[src/rtl/ahb_extmem_sram_pkg.sv]
// Shared definitions for the EXT_MEM AHB-Lite to asynchronous 16-bit SRAM bridge.
// Holds the HTRANS encodings, the word size limit and the controller state type.
package ahb_extmem_sram_pkg;

  localparam logic [1:0] HTRANS_IDLE   = 2'b00;
  localparam logic [1:0] HTRANS_BUSY   = 2'b01;
  localparam logic [1:0] HTRANS_NONSEQ = 2'b10;
  localparam logic [1:0] HTRANS_SEQ    = 2'b11;

  localparam logic [2:0] HSIZE_WORD = 3'd2;

  typedef enum logic [2:0] {
    S_IDLE,
    S_ACC_LO,
    S_ACC_HI,
    S_RESP,
    S_ERR1,
    S_ERR2
  } state_t;

  // SEQ and NONSEQ both start a transfer; bursts are handled beat by beat.
  function automatic logic htrans_active(input logic [1:0] htrans);
    logic act;
    case (htrans)
      HTRANS_NONSEQ, HTRANS_SEQ: act = 1'b1;
      HTRANS_IDLE, HTRANS_BUSY:  act = 1'b0;
      default:                   act = 1'b0;
    endcase
    return act;
  endfunction

endpackage

[src/rtl/ahb_extmem_sram_half_port.sv]
// One 16-bit access to the asynchronous SRAM: counter and strobe timing.
// The access runs while start is held; done marks its final (recovery/latch) cycle.
module sram_half_port #(
  parameter int SRAM_WAIT = 0
) (
  input  logic        clk,
  input  logic        reset,
  input  logic        start,
  input  logic        write,
  input  logic [1:0]  strb,
  input  logic [15:0] wdata,
  output logic        done,
  output logic        ce_n,
  output logic        oe_n,
  output logic        we_n,
  output logic        ub_n,
  output logic        lb_n,
  output logic        dq_oe,
  output logic [15:0] dq_o
);

  localparam logic [3:0] LAST = 4'(SRAM_WAIT + 1);

  logic [3:0] cnt_q, cnt_d;

  // Counter restarts at every half boundary so back-to-back halves each get full timing.
  always_comb begin
    cnt_d = cnt_q + 4'd1;
    if (!start || cnt_q == LAST) begin
      cnt_d = '0;
    end
  end

  always_ff @(posedge clk or posedge reset) begin
    if (reset) begin
      cnt_q <= '0;
    end else begin
      cnt_q <= cnt_d;
    end
  end

  always_comb begin
    done  = start && (cnt_q == LAST);
    ce_n  = !start;
    oe_n  = !(start && !write);
    // WE_N rises one cycle before the address moves to give data/address hold time.
    we_n  = !(start && write && (cnt_q != LAST));
    ub_n  = !start || (write && !strb[1]);
    lb_n  = !start || (write && !strb[0]);
    dq_oe = start && write;
    dq_o  = dq_oe ? wdata : 16'h0000;
  end

endmodule

[src/rtl/ahb_extmem_sram.sv]
// AHB-Lite subordinate for the EXT_MEM window: each 32-bit beat becomes one or two
// halfword accesses to the board's asynchronous 1M x 16 SRAM.
module ahb_extmem_sram
  import ahb_extmem_sram_pkg::*;
#(
  parameter int AHBW      = 32,
  parameter int SRAM_AW   = 20,
  parameter int SRAM_WAIT = 0
) (
  input  logic                 clk,
  input  logic                 reset,
  input  logic                 HSELExt,
  input  logic [31:0]          HADDR,
  input  logic [1:0]           HTRANS,
  input  logic                 HWRITE,
  input  logic [2:0]           HSIZE,
  input  logic [2:0]           HBURST,
  input  logic                 HREADY,
  input  logic [AHBW-1:0]      HWDATA,
  input  logic [AHBW/8-1:0]    HWSTRB,
  output logic [AHBW-1:0]      HRDATA,
  output logic                 HREADYOUT,
  output logic                 HRESP,
  output logic [SRAM_AW-1:0]   SRAM_ADDR,
  output logic [15:0]          SRAM_DQ_O,
  input  logic [15:0]          SRAM_DQ_I,
  output logic                 SRAM_DQ_OE,
  output logic                 SRAM_CE_N,
  output logic                 SRAM_OE_N,
  output logic                 SRAM_WE_N,
  output logic                 SRAM_UB_N,
  output logic                 SRAM_LB_N
);

  state_t               state_q, state_d;
  state_t               cap_state;
  logic [SRAM_AW-2:0]   addr_q, addr_d;
  logic                 write_q, write_d;
  logic                 need_hi_q, need_hi_d;
  logic [AHBW-1:0]      hrdata_q, hrdata_d;
  logic                 capture;
  logic                 acc;
  logic                 half;
  logic                 hp_done;
  logic [1:0]           hp_strb;
  logic [15:0]          hp_wdata;
  logic                 unused_bits;

  // Burst type, word-aligned byte offset and out-of-window address bits carry no information here.
  assign unused_bits = ^{HADDR[31:SRAM_AW+1], HADDR[0], HBURST};

  always_comb begin
    capture = HSELExt && htrans_active(HTRANS) && HREADY &&
              (state_q == S_IDLE || state_q == S_RESP);

    cap_state = S_ACC_LO;
    if (HSIZE > HSIZE_WORD) begin
      cap_state = S_ERR1;
    end else if (HSIZE != HSIZE_WORD && HADDR[1]) begin
      cap_state = S_ACC_HI;
    end

    state_d   = state_q;
    addr_d    = addr_q;
    write_d   = write_q;
    need_hi_d = need_hi_q;
    hrdata_d  = hrdata_q;

    case (state_q)
      S_IDLE: begin
        if (capture) state_d = cap_state;
      end
      S_ACC_LO: begin
        if (hp_done) begin
          state_d = need_hi_q ? S_ACC_HI : S_RESP;
          if (!write_q) hrdata_d[15:0] = SRAM_DQ_I;
        end
      end
      S_ACC_HI: begin
        if (hp_done) begin
          state_d = S_RESP;
          if (!write_q) hrdata_d[31:16] = SRAM_DQ_I;
        end
      end
      // A new address phase here chains straight into the next access.
      S_RESP:  state_d = capture ? cap_state : S_IDLE;
      S_ERR1:  state_d = S_ERR2;
      S_ERR2:  state_d = S_IDLE;
      default: state_d = S_IDLE;
    endcase

    if (capture) begin
      addr_d    = HADDR[SRAM_AW:2];
      write_d   = HWRITE;
      need_hi_d = (HSIZE == HSIZE_WORD);
    end
  end

  always_ff @(posedge clk or posedge reset) begin
    if (reset) begin
      state_q   <= S_IDLE;
      addr_q    <= '0;
      write_q   <= 1'b0;
      need_hi_q <= 1'b0;
      hrdata_q  <= '0;
    end else begin
      state_q   <= state_d;
      addr_q    <= addr_d;
      write_q   <= write_d;
      need_hi_q <= need_hi_d;
      hrdata_q  <= hrdata_d;
    end
  end

  always_comb begin
    acc      = (state_q == S_ACC_LO) || (state_q == S_ACC_HI);
    half     = (state_q == S_ACC_HI);
    hp_wdata = half ? HWDATA[31:16] : HWDATA[15:0];
    hp_strb  = half ? HWSTRB[3:2]   : HWSTRB[1:0];
  end

  sram_half_port #(
    .SRAM_WAIT (SRAM_WAIT)
  ) u_half_port (
    .clk   (clk),
    .reset (reset),
    .start (acc),
    .write (write_q),
    .strb  (hp_strb),
    .wdata (hp_wdata),
    .done  (hp_done),
    .ce_n  (SRAM_CE_N),
    .oe_n  (SRAM_OE_N),
    .we_n  (SRAM_WE_N),
    .ub_n  (SRAM_UB_N),
    .lb_n  (SRAM_LB_N),
    .dq_oe (SRAM_DQ_OE),
    .dq_o  (SRAM_DQ_O)
  );

  assign SRAM_ADDR = acc ? {addr_q, half} : '0;
  assign HRDATA    = hrdata_q;
  assign HREADYOUT = (state_q == S_IDLE) || (state_q == S_RESP) || (state_q == S_ERR2);
  assign HRESP     = (state_q == S_ERR1) || (state_q == S_ERR2);

endmodule

[config.mk]
export PLATFORM = sky130hd
export DESIGN_NAME = ahb_extmem_sram
export DESIGN_NICKNAME = d
export VERILOG_FILES = /design/src/rtl/ahb_extmem_sram_pkg.sv /design/src/rtl/ahb_extmem_sram_half_port.sv /design/src/rtl/ahb_extmem_sram.sv
export SDC_FILE = /design/constraint.sdc
export NUM_CORES = 1
export LEC_CHECK = 0
export BUFFER_PORTS_ARGS = -buffer_cell sky130_fd_sc_hd__buf_2
export CAP_MARGIN = 20
export CORE_AREA = 2 2 107 109
export DETAILED_ROUTE_END_ITERATION = 8
export DIE_AREA = 0 0 109 111
export PLACE_DENSITY_LB_ADDON = 0.08
export SYNTH_ARGS = -nofsm -noshare
export SYNTH_HDL_FRONTEND = slang
export SYNTH_SLANG_ARGS = --single-unit
export TNS_END_PERCENT = 5
[constraint.sdc]
create_clock -name clk -period 4 [get_ports clk]
set_input_delay 0.2 -clock clk [delete_from_list [all_inputs] [get_ports clk]]
set_output_delay 0.2 -clock clk [all_outputs]
set_load 0.01 [all_outputs]
* Word-level counts from Yosys, hierarchy flattened *
Index checks and enable logic that the tools add are counted.

storage, ports and cells
  bits in registers = 60

cells by class
  add/sub/neg operators = 1
  magnitude comparators = 1
  eq/ne operators = 15
  mux-type cells = 14
  bitwise logic cells = 1
  reductions and logical operators = 30

operator list
  operator                                                                          number
  16-bit two-way mux                                                                2
  20-bit two-way mux                                                                1
  3-bit two-way mux                                                                 5
  3-bit case mux with 5 select lines                                                1
  1-bit logical AND                                                                 10
  3-bit by 2-bit == test with 1-bit output (second input constant)                  3
  3-bit AND reduction                                                               3
  1-bit logical OR                                                                  7
  3-bit == test (second input constant)                                             2
  1-bit logical NOT                                                                 6
  4-bit by 1-bit adder with 4-bit output (second input constant)                    1
  2-bit == test (second input constant)                                             2
  4-bit by 1-bit == test with 1-bit output (second input constant)                  1
  2-bit two-way mux                                                                 2
  4-bit two-way mux                                                                 1
  2-bit inequality test (second input constant)                                     2
  4-bit by 1-bit inequality test with 1-bit output (second input constant)          1
  2-bit OR reduction                                                                2
  3-bit by 1-bit == test with 1-bit output (second input constant)                  1
  3-bit by 2-bit greater-than comparator with 1-bit output (second input constant)  1
  3-bit logical NOT                                                                 1
  3-bit by 2-bit inequality test with 1-bit output (second input constant)          1
  2-bit by 1-bit == test with 1-bit output (second input constant)                  1
  2-bit logical NOT                                                                 1
  other kinds (4)                                                                   4

* Logic depth before layout (Yosys ltp) *
  depth in word-level cells = 8
  mapped depth = 7
  mapped depth without buffers = 6

* Cells and area by module *
From an unflattened synthesis, not the netlist that was laid out.

unflattened totals
  cells, all modules = 240
  area, all modules = 2997.9 sq um

modules (own cells, without submodules)
  module           times used  cells an instance  area an instance (sq um)  seq. area each (sq um)
  ahb_extmem_sram  1           194                2651.3                    1401.3
  sram_half_port   1           46                 346.6                     100.1

* Worst setup path before layout *
OpenSTA, ideal clock, no wires.

  path type = reg2reg
  start point = reg u_half_port.cnt_q[1]
  end point = reg hrdata_q[0], in the netlist HRDATA[0]
  setup time = 0.125 ns
  arrival time = 1.617 ns
  setup slack = 2.258 ns
  cell stages (with the launch flop) = 8
  buffers on the path = 1
  path through = dfrtp_1 > inv_1 > ha_1 > or3b_4 > nor2_4 > nand2_4 > buf_6 > mux2_4

on the way
  cells in the longest elaborated chain, start to end = 3

RTL lines
  what                                      line                             source
  start: declaration                        ahb_extmem_sram_half_port.sv:24  logic [3:0] cnt_q, cnt_d;
  start signal: assignment                  ahb_extmem_sram_half_port.sv:38  cnt_q <= cnt_d;
  4-bit by 1-bit == test with 1-bit output  ahb_extmem_sram_half_port.sv:43  done = start && (cnt_q == LAST);
  1-bit logical AND                         ahb_extmem_sram_half_port.sv:43
  3-bit AND reduction (no source line)      -
  end signal: assignment                    ahb_extmem_sram.sv:111           hrdata_q <= hrdata_d;
  end: declaration                          ahb_extmem_sram.sv:40            logic [AHBW-1:0] hrdata_q, hrdata_d;

No other way between the ends.
A chain may end at the register's enable or synchronous reset.

* Worst setup path after layout *
  start point = reg state_q[2]
  end point = out SRAM_DQ_O[1]

on the way
  cells in the longest elaborated chain, start to end = 4
  elaborated cells on any way between the ends = 6
  those cells by class = eq/ne: 2; mux: 2; reduce/logical: 2

RTL lines
  what                                                                                                  line                                            source
  start: declaration                                                                                    ahb_extmem_sram.sv:35                           state_t state_q, state_d;
  start signal: assignment                                                                              ahb_extmem_sram.sv:107                          state_q <= state_d;
  3-bit by 1-bit == test with 1-bit output or 3-bit by 2-bit == test with 1-bit output (tied branches)  ahb_extmem_sram.sv:116, ahb_extmem_sram.sv:117
  1-bit logical OR                                                                                      ahb_extmem_sram.sv:116                          acc = (state_q == S_ACC_LO) || (state_q == S_ACC_HI);
  1-bit logical AND                                                                                     ahb_extmem_sram_half_port.sv:50                 dq_oe = start && write;
  16-bit two-way mux *                                                                                  ahb_extmem_sram_half_port.sv:51                 dq_o = dq_oe ? wdata : 16'h0000;
  end: declaration                                                                                      ahb_extmem_sram.sv:25                           output logic [15:0] SRAM_DQ_O,

Every way passes the cells marked *; elsewhere a longest branch is shown, timed or not.

==> flow_metrics.env <==
export IMPL_status="complete, no violations"
export IMPL_postCtsSetupBuffers=0
export IMPL_cts_buffers=9
export IMPL_cts_sinks=60
export IMPL_drc=0
export IMPL_drt_initial_drc_count=78
export IMPL_cp_arrival_ps=2120
export IMPL_endpoint_kind="output pin"
export IMPL_yosysWarnings=0
export IMPL_p_leak_nw=2.25
export IMPL_layout_min_cycle_time_ps=2320
export IMPL_clk_pin_slew_ps=50
export IMPL_fin_cells=565
export IMPL_final_common_cell="buf_2"
export IMPL_rows=39
export IMPL_drive_above_1_share_pct=55.7
export IMPL_cts_tree="built"
export IMPL_grt_antenna_before_repair=0
export IMPL_via_per_inst=4.36
export IMPL_cp_required_ps=3800
export IMPL_track_usage_pct=12.6
export IMPL_dr_pass1_iters=4
export IMPL_fin_crit_sh_pct=58.1
export IMPL_peakVddDrop_uv=288
export IMPL_cts_max_level=3
export IMPL_numPortBuffers=156
export IMPL_syn_area_per_cell_um2=11.3
export IMPL_fp_dieH_um=111
export IMPL_grt_max_degree=33
export IMPL_hold_viol=0
export IMPL_setup_violations=0
export IMPL_slew_viol_final=0
export IMPL_slew_headroom_pct=57.8
export IMPL_num_antenna_cells=0
export IMPL_cts_root_buf="clkbuf_16"
export IMPL_grt_pass1_wl_um=11800
export IMPL_fin_ws_ps=1680
export IMPL_cap_viol_max_count=0
export IMPL_initial_utilization_pct=26.9
export IMPL_power_density_nw_per_um2=837
export IMPL_mostFrequentLayoutCells="buf_2 (156), dfrtp_1 (60), nand2_1 (42)"
export IMPL_dp_cells=549
export IMPL_ys_types=33
export IMPL_fmax_mhz=430
export IMPL_vias=2463
export IMPL_grt_pass1_vias=2440
export IMPL_nNetsFinal=518
export IMPL_worst_setup_path_start_kind="register"
export IMPL_final_antenna_net_count=0
export IMPL_avgRoutedWirePerCell_um=13.4
export IMPL_synth_cells=263
export IMPL_dp_hpwl_um=5390
export IMPL_insertion_delay_ps=320
export IMPL_path_class="reg2out"
export IMPL_hold_slack_ps=112
export IMPL_ys_seq_area_share_pct=50.3
export IMPL_wirelength_um=7600
export IMPL_rsz0062_at_grt="false"
export IMPL_cp_max_fo=20
export IMPL_worst_hold_path_type="in2reg"
export IMPL_synth_fp_nets=362
export IMPL_coreArea_um2=11100
export IMPL_finalSetupTns_ps=0
export IMPL_io_pins=173
export IMPL_cts_buffer_depth=2
export IMPL_total_power_mw=3.52
export IMPL_fp_dieW_um=109
export IMPL_syn_cell_area_um2=2980
export IMPL_ys_ff_latch=60
export IMPL_tightestPinTransition_ps=632
export IMPL_area_growth_pct=41.0
export IMPL_die_area_um2=12100
export IMPL_gp_congestion=0.737
export IMPL_overflow=0
export IMPL_dp_worst_setup_slack_ps=1800
export IMPL_clock_skew_ps=9.86
export IMPL_cts_resized=0
registers in the layout (all words and copies together) (netlist names):
register and count:
addr_q 19, need_hi_q 1, u_half_port.cnt_q 4, state_q 3, write_q 1, HRDATA 32
stage by stage:
stage          area, um2  util, %
2_1_floorplan       2980        -
3_3_place_gp        3870     34.9
3_5_place_dp        3870     34.9
4_1_cts             4190     37.8
5_1_grt             4210     38.0
6_report            4210     38.0
final cells by class:
class,instances,area (um2)
fillers,1151,6870
flip-flops and latches,60,1500
multi-input cells,179,1360
repair buffers,161,828
clock buffers,13,280
well taps,143,179
inverters,8,31.3
clock inverters,1,30.0
worst paths after layout:
check | startpoint | to | slack (ps) | cells after the start
min in group asynchronous | reset | addr_q[2] | 510 | 3
min | HADDR[12] | addr_q[10] | 110 | 2
min reg2reg | u_half_port.cnt_q[0] | u_half_port.cnt_q[0] | 480 | 1
max | state_q[2] | SRAM_DQ_O[1] | 1680 | 6
max in group asynchronous | reset | HRDATA[20] | 2610 | 4
max reg2reg | state_q[2] | HRDATA[30] | 1800 | 5
power breakdown:
part | leakage (nW) | switching, mW | internal [mW]
sequential | 0.719 | 0.179 | 0.903
clock | 0.154 | 0.249 | 0.542
combinational | 1.38 | 0.836 | 0.808
worst max-delay path, stage by stage (launching register included):
cell,delay [ps]
dfrtp_1,550
or3b_1,420
buf_4,210
clkinv_2,230
nand2_1,90
a21oi_1,140
buf_2,160
synth_stat cells, drive strengths merged:
library cell	count	share of area (%)
mux2	52	22
clkinv	1	0.17
a221oi	1	0.29
clkbuf	5	0.63
and3	20	4.2
a21oi	19	3.2
inv	7	0.88
dfrtp	60	50
o22ai	1	0.21
ha	2	0.84
nand2	44	6.0
or3	2	0.42
o221ai	1	0.29
a21o	1	0.25
o21ai	4	0.67
or2	1	0.21
xor2	2	0.59
xnor2	3	0.88
nand3	8	1.3
or3b	2	0.67
nor3b	1	0.25
nor2b	1	0.21
nor2	10	1.5
nor3	4	1.0
buf	11	2.8
logic make-up (layout without fill, tap and decap cells):
group	after synthesis	after routing	share of synthesized area (%)
flip-flops	60	60	50.3
AND/OR/NAND/NOR	93	93	15.9
adder cells (fa/ha/maj)	2	2	0.839
XOR/XNOR	5	5	1.47
multiplexers	52	52	22.1
buffers and inverters	24	183	4.45
AO/OA/AOI/OAI	27	27	4.91
per-layer routing:
metal  vias up  track usage, %  wire length (um)
met5         -               0                 0
li1       1215               -                 -
met2       107            20.6              3580
met3         4            4.29               711
met1      1137            15.1              3240
met4         0            4.62                57
repair_timing:
item | 4_1_cts | 5_1_grt
endpoints found under the setup margin | 0 | 0
hold buffers | 1 | 0
endpoints found under the hold margin | 28 | 0
Note: power is estimated with default switching activity, not from simulation.
